==> config.mk <==
export PLATFORM = sky130hd
export DESIGN_NAME = fetch_queue
export DESIGN_NICKNAME = d
export VERILOG_FILES = /design/src/rtl/fetch_queue.sv
export SDC_FILE = /design/constraint.sdc
export NUM_CORES = 1
export LEC_CHECK = 0
export CAP_MARGIN = 10
export CORE_MARGIN = 1.5
export CORE_UTILIZATION = 58
export CTS_CLUSTER_DIAMETER = 100
export DETAILED_ROUTE_END_ITERATION = 12
export GPL_TIMING_DRIVEN = 1
export PLACE_DENSITY = 0.85
export SLEW_MARGIN = 20
export SYNTH_ARGS = -nofsm -noshare
export SYNTH_HDL_FRONTEND = slang
export SYNTH_SLANG_ARGS = --single-unit
==> constraint.sdc <==
create_clock -name clk -period 5.5 [get_ports clk]
set_clock_uncertainty 0.2 [all_clocks]
set_input_delay 1.1 -clock clk [delete_from_list [all_inputs] [get_ports clk]]
set_output_delay 1.1 -clock clk [all_outputs]
set_load 0.1 [all_outputs]
==> src/rtl/fetch_queue.sv <==
// fetch_queue: in-order {pc, instruction} buffer between fetch and decode.
// Push/pop use valid/ready handshakes. The status outputs depend only on
// registered state, and full versus empty is tracked by an explicit count.
// A flush empties the queue on a control-flow redirect.
module fetch_queue #(
  parameter int          DEPTH     = 4,
  parameter logic [31:0] RESET_PC  = 32'hBFC00000,
  parameter logic [31:0] NOP_INSTR = 32'h00000013
) (
  input  logic                     clk,
  input  logic                     rst,
  input  logic                     flush,
  input  logic                     in_valid,
  output logic                     in_ready,
  input  logic [31:0]              in_pc,
  input  logic [31:0]              in_instr,
  output logic                     out_valid,
  input  logic                     out_ready,
  output logic [31:0]              out_pc,
  output logic [31:0]              out_pc_plus4,
  output logic [31:0]              out_instr,
  output logic [$clog2(DEPTH):0]   count
);

  localparam int AW = $clog2(DEPTH);
  localparam int CW = AW + 1;

  // Entry storage; contents are meaningless until written, so no reset.
  logic [31:0] pc_mem    [DEPTH];
  logic [31:0] instr_mem [DEPTH];

  logic [AW-1:0] wr_ptr_q, wr_ptr_d;
  logic [AW-1:0] rd_ptr_q, rd_ptr_d;
  logic [CW-1:0] count_q,  count_d;

  logic push;
  logic pop;
  logic wr_en;

  // Handshakes are qualified by registered status only, so a full queue
  // refuses a push even in a cycle where it also pops.
  always_comb begin
    in_ready  = (count_q != CW'(DEPTH));
    out_valid = (count_q != '0);
    push      = in_valid && in_ready;
    pop       = out_valid && out_ready;
    wr_en     = push && !flush;
  end

  // Next-state for pointers and occupancy; flush overrides push and pop.
  always_comb begin
    wr_ptr_d = wr_ptr_q;
    rd_ptr_d = rd_ptr_q;
    count_d  = count_q;
    if (flush) begin
      wr_ptr_d = '0;
      rd_ptr_d = '0;
      count_d  = '0;
    end else begin
      if (push) wr_ptr_d = wr_ptr_q + AW'(1);
      if (pop)  rd_ptr_d = rd_ptr_q + AW'(1);
      if (push && !pop)      count_d = count_q + CW'(1);
      else if (pop && !push) count_d = count_q - CW'(1);
    end
  end

  // Control state register; reset drops every entry immediately.
  always_ff @(posedge clk or negedge rst) begin
    if (!rst) begin
      wr_ptr_q <= '0;
      rd_ptr_q <= '0;
      count_q  <= '0;
    end else begin
      wr_ptr_q <= wr_ptr_d;
      rd_ptr_q <= rd_ptr_d;
      count_q  <= count_d;
    end
  end

  // Write the accepted pair at the tail; a flushed push is dropped.
  always_ff @(posedge clk) begin
    if (wr_en) begin
      pc_mem[wr_ptr_q]    <= in_pc;
      instr_mem[wr_ptr_q] <= in_instr;
    end
  end

  // Head read is combinational; an empty queue presents the reset pc and a NOP.
  always_comb begin
    out_pc    = RESET_PC;
    out_instr = NOP_INSTR;
    if (count_q != '0) begin
      out_pc    = pc_mem[rd_ptr_q];
      out_instr = instr_mem[rd_ptr_q];
    end
    out_pc_plus4 = out_pc + 32'd4;
    count        = count_q;
  end

endmodule

# Yosys cells after proc, flatten, opt, wreduce, memory -nomap -nowiden
# Memory sizes are Yosys's and may differ from the RTL's.
# Cells that the tools add are included.
# word_totals
reg_bits,7
mem_bits_rw,256
inputBits,69
out_inout_bits,101
wordCells,34
memories,2
# classes
add_sub_neg,5
eq_ne,1
mux,11
n_reduce_logical,12
# mem_list
name,depth,word_bits,rd,rd_ports_with_merged_regs,wr,line,source
instr_mem,4,32,1,0,1,30,logic [31:0] instr_mem [DEPTH];
pc_mem,4,32,1,0,1,29,logic [31:0] pc_mem [DEPTH];
# op_table
operator,n
32-bit 2-to-1 mux,2
"32-bit by 3-bit adder with 32-bit output, second input constant",1
3-bit 2-to-1 mux,3
2-bit 2-to-1 mux,4
3-bit nonzero test,2
1-bit logical AND,5
"2-bit by 1-bit adder with 2-bit output, second input constant",2
2-bit nonzero test,2
"3-bit by 1-bit adder with 3-bit output, second input constant",1
1-bit zero test,3
"3-bit inequality test, second input constant",1
"3-bit by 1-bit subtractor with 3-bit output, second input constant",1
1-bit 2-to-1 mux,2

# Longest topological paths before layout
# depth
depth_word,7
depth_mapped,12
mapped_depth_nobuf,11

# Least setup slack after synthesis
# OpenSTA, ideal clock, no wires.
# synth_path
path_type,flip-flop to output port
from,"reg count_q[0], in the netlist count[0]"
to,out out_pc_plus4[26]
arrival_ns,5.899
t_required_ns,4.200
slack_ns,-1.699
stages_incl_launch_ff,13
path_buffers,1
path_cell_list,dfrtp_1 > nor3_1 > inv_1 > clkbuf_1 > nand2_1 > inv_1 > ha_1 > nand2_1 > o22ai_1 > nand3b_1 > nor2_4 > nand4_1 > xnor2_1
# synth_between
elab_chain_len,3
# synth_rtl
element,line,source
from (decl),34,"logic [CW-1:0] count_q, count_d;"
from (signal assigned),76,count_q <= count_d;
3-bit nonzero test,92,if (count_q != '0) begin
32-bit 2-to-1 mux,92,
net out_pc[2],19,"output logic [31:0] out_pc,"
32-bit by 3-bit adder with 32-bit output,96,out_pc_plus4 = out_pc + 32'd4;
to (decl),20,"output logic [31:0] out_pc_plus4,"
# The timed path passes the listed nets, and every way through them passes these cells.

# Final worst setup path
# layout_path
from,reg rd_ptr_q[0]
to,out out_pc_plus4[18]
# layout_between
elab_chain_len,3
# layout_rtl
element,line,source
from (decl),33,"logic [AW-1:0] rd_ptr_q, rd_ptr_d;"
from (signal assigned),75,rd_ptr_q <= rd_ptr_d;
memory 4 x 32 bit,--,
32-bit 2-to-1 mux,92,
32-bit by 3-bit adder with 32-bit output,96,
# Every way passes these cells.

==> run summary <==
### Run status
* status: finished, final reports clean

### Layout
* sequential cell area: 7880 um^2
* synthesis-to-finish area growth: 24.3%
* area of combinational cells with multiple inputs: 3020 um^2
* most common cell after layout, fill and taps aside: sky130_fd_sc_hd__edfxtp_1
* number of nets in the finished design: 850
* proportion of layout cells with a drive suffix above 1: 26.3%
* fill cell total of the finished layout: 1102
* leading cell types in the layout, fill and taps excluded: sky130_fd_sc_hd__edfxtp_1, sky130_fd_sc_hd__clkdlybuf4s50_1, sky130_fd_sc_hd__buf_4, sky130_fd_sc_hd__mux4_2, sky130_fd_sc_hd__and2_1
* number of antenna diodes: 0

### Setup path
* kind of critical path: flop to primary output
* launch point of the worst reg-to-reg path: count[2]
* Worst R2R Setup Slack: 2.79 ns
* logic depth of the worst register-to-register path: 4
* destination of the worst register-to-register timing path: pc_mem[1][14]
* launching element type of the critical path: flop
* required time of the critical path: 4.20 ns
* CP Max Fanout: 50
* capturing element type of the critical path: primary output
* arrival time of the worst setup path: 3.90 ns

### Logic synthesis
* number of unique standard cell types used by synthesis: 54
* post-synthesis mux area share: 14.1%
* post-synthesis async set-or-reset flop share: 2.66%
* number of synthesized register bits: 263
* synthesized-area fraction occupied by xor and xnor cells: 2.60%
* average cell area after synthesis: 18.5 um^2
* complex-gate fraction of the synthesized area: 0.811%
* largest family of logic cells by synthesized area: multiplexers
* count of yosys warnings during synthesis: 0
* Main synth FF type: sky130_fd_sc_hd__edfxtp_1
* synthesized-area fraction occupied by and/or/nand/nor cells: 8.24%
* summed instance area of the synthesized netlist: 11100 um^2
* sequential-to-total area share from yosys stat: 70.8%
* area share of fa/ha/maj cells after synthesis: 0.744%
* cell count after synthesis: 600
* Post-synth EDFFs: 256
* net count after synthesis: 675

### Placed design
* routability cong.: 0.937
* worst slack at placement: 0.878 ns
* # port buffers: 169
* HPWL Detailed: 14300 um

### Floorplan
* placeable core area: 18800 um^2
* die height: 141 um
* width of the die: 141 um
* area of the die: 20000 um^2
* num ports: 170
* starting density of the core: 59.2%
* standard-cell rows: 50

### Worst hold path
* Hold Crit Class: flop to flop
* Hold Path Origin: wr_ptr_q[1]
* worst hold path stage count: 2
* hold path endpoint: wr_ptr_q[1]

### Timing
* Final setup violation count: 0
* final cycle utilization of the critical path: 94.6%
* highest clock rate: 0.192 GHz
* setup ws final: 0.295 ns
* count of pins over their slew limit: 0
* setup TNS: 0 ns
* transition time at the pin with the least slew margin: 1.01 ns
* number of failing hold endpoints at the final stage: 0
* worst rel slew slack: 32.5%
* setup repair after global routing missed its margin: no
* post-layout min period: 5.20 ns

### Clock network
* number of gates given a new drive strength after cts: 0
* hold buffers post-CTS: 0
* clock slew at the register clock pins of the worst setup and hold paths: 0.06 ns
* buffers inserted during post-CTS setup optimization: 0
* Clk Latency, worst-skew pair: 0.52 ns
* clock sinks: 263
* CTS root buf: sky130_fd_sc_hd__clkbuf_16
* CTS tree: done
* H-tree depth: 1
* Max Root-Sink Buffers: 3
* TritonCTS Buffers: 27

### GRT
* antenna violations before repair: 0
* wire length of the first global-routing pass: 34500 um
* pin count of the biggest net entering global routing: 65
* Remaining Overflow, GRT: 0
* total routing usage reported by global routing: 22.6%
* via count of the first global-routing pass: 6293

### Detailed routing
* via count: 5988
* count of antenna-violating nets left after detailed routing: 0
* DRC violation total after the first TritonRoute iteration: 409
* TritonRoute pass-1 iters: 4
* vias per cell: 5.82
* Avg WL per Cell: 21.8 um
* DRC violations left: 0
* detailed-route wire length: 22400 um

### Flow run
* max-cap check violation count: 0

## layer usage
| layer | GRT usage, % | vias up | routed length, um |
|---|---|---|---|
| met5 | 0 | - | 0 |
| met2 | 38.8 | 249 | 11400 |
| met1 | 29.6 | 3015 | 8970 |
| met4 | 5.97 | 0 | 418 |
| met3 | 4.99 | 34 | 1620 |
| li1 | - | 2690 | - |
## final cells by class
type	count	share of cell area (%)
clock buffers	32	5.03
clock inverters	16	0.997
inverters	19	0.544
multi-input cells	288	21.9
flip-flops and latches	263	57.1
well taps	234	2.12
repair buffers	176	12.3
## per-stage QoR
step / utilization [%] / std cells / hold slack (ns) / cell area (um^2)
floorplan: - / 600 / 0.343 / 11200
global placement: 69.1 / 980 / 0.367 / 13000
detailed placement: 69.1 / 980 / 0.394 / 13000
CTS: 73.5 / 1028 / 0.404 / 13800
global route: 73.5 / 1028 / 0.445 / 13800
finish: 73.5 / 1028 / 0.394 / 13800
## worst max-delay path: stages, from the launching register on
cell and delay, ns:
sky130_fd_sc_hd__dfrtp_4 0.87, sky130_fd_sc_hd__mux4_1 0.46, sky130_fd_sc_hd__and2_4 0.19, sky130_fd_sc_hd__ha_4 0.15
sky130_fd_sc_hd__nand2_1 0.05, sky130_fd_sc_hd__o22ai_1 0.30, sky130_fd_sc_hd__nand3b_1 0.33, sky130_fd_sc_hd__nor2_4 0.32
sky130_fd_sc_hd__nand3_1 0.14, sky130_fd_sc_hd__xnor2_1 0.29, sky130_fd_sc_hd__buf_12 0.22
## how the worst max path moves through the flow
stage          slack [ns]                to        start  cells past startpoint
6_report             0.30  out_pc_plus4[18]  rd_ptr_q[0]                     10
5_1_grt              0.06  out_pc_plus4[18]  rd_ptr_q[0]                     10
4_1_cts              0.31  out_pc_plus4[18]  rd_ptr_q[0]                     10
3_5_place_dp         0.88  out_pc_plus4[18]  rd_ptr_q[0]                     10
3_3_place_gp         1.06        out_pc[24]  rd_ptr_q[0]                      4
2_1_floorplan        0.01  out_pc_plus4[18]     count[0]                     12
## synth_stat cells, types with 5 or more instances
| cell | n | area [um^2] |
|---|---|---|
| sky130_fd_sc_hd__and2_1 | 45 | 282 |
| sky130_fd_sc_hd__and3_1 | 7 | 43.8 |
| sky130_fd_sc_hd__buf_2 | 5 | 25.0 |
| sky130_fd_sc_hd__clkbuf_1 | 14 | 52.6 |
| sky130_fd_sc_hd__dfrtp_1 | 7 | 175 |
| sky130_fd_sc_hd__edfxtp_1 | 256 | 7690 |
| sky130_fd_sc_hd__ha_1 | 5 | 62.6 |
| sky130_fd_sc_hd__inv_1 | 19 | 71.3 |
| sky130_fd_sc_hd__mux2i_1 | 11 | 110 |
| sky130_fd_sc_hd__mux4_1 | 18 | 473 |
| sky130_fd_sc_hd__mux4_2 | 42 | 946 |
| sky130_fd_sc_hd__nand2_1 | 29 | 109 |
| sky130_fd_sc_hd__nand3_1 | 9 | 45.0 |
| sky130_fd_sc_hd__nor2_1 | 23 | 86.3 |
| sky130_fd_sc_hd__nor3_1 | 5 | 25.0 |
| sky130_fd_sc_hd__or2_2 | 8 | 50.1 |
| sky130_fd_sc_hd__xnor2_1 | 22 | 193 |
| sky130_fd_sc_hd__xor2_1 | 11 | 96.3 |
## flip-flops by register name, indices dropped and copies added (netlist names)
| signal | flops |
|---|---|
| instr_mem | 128 |
| pc_mem | 128 |
| count | 3 |
| rd_ptr_q | 2 |
| wr_ptr_q | 2 |
## logic make-up (layout without fill, tap and decap cells)
logic type | Yosys count | count (layout)
AOI/OAI and AO/OA | 15 | 15
DFF | 263 | 263
adders and majority gates | 6 | 6
xor gates and xnor gates | 33 | 33
muxes | 74 | 74
buffers and inverters | 49 | 243
and+or+nand+nor | 160 | 160
Power is not shown: default switching activity piles up to over one toggle a cycle in this logic, so the estimate is an artifact.
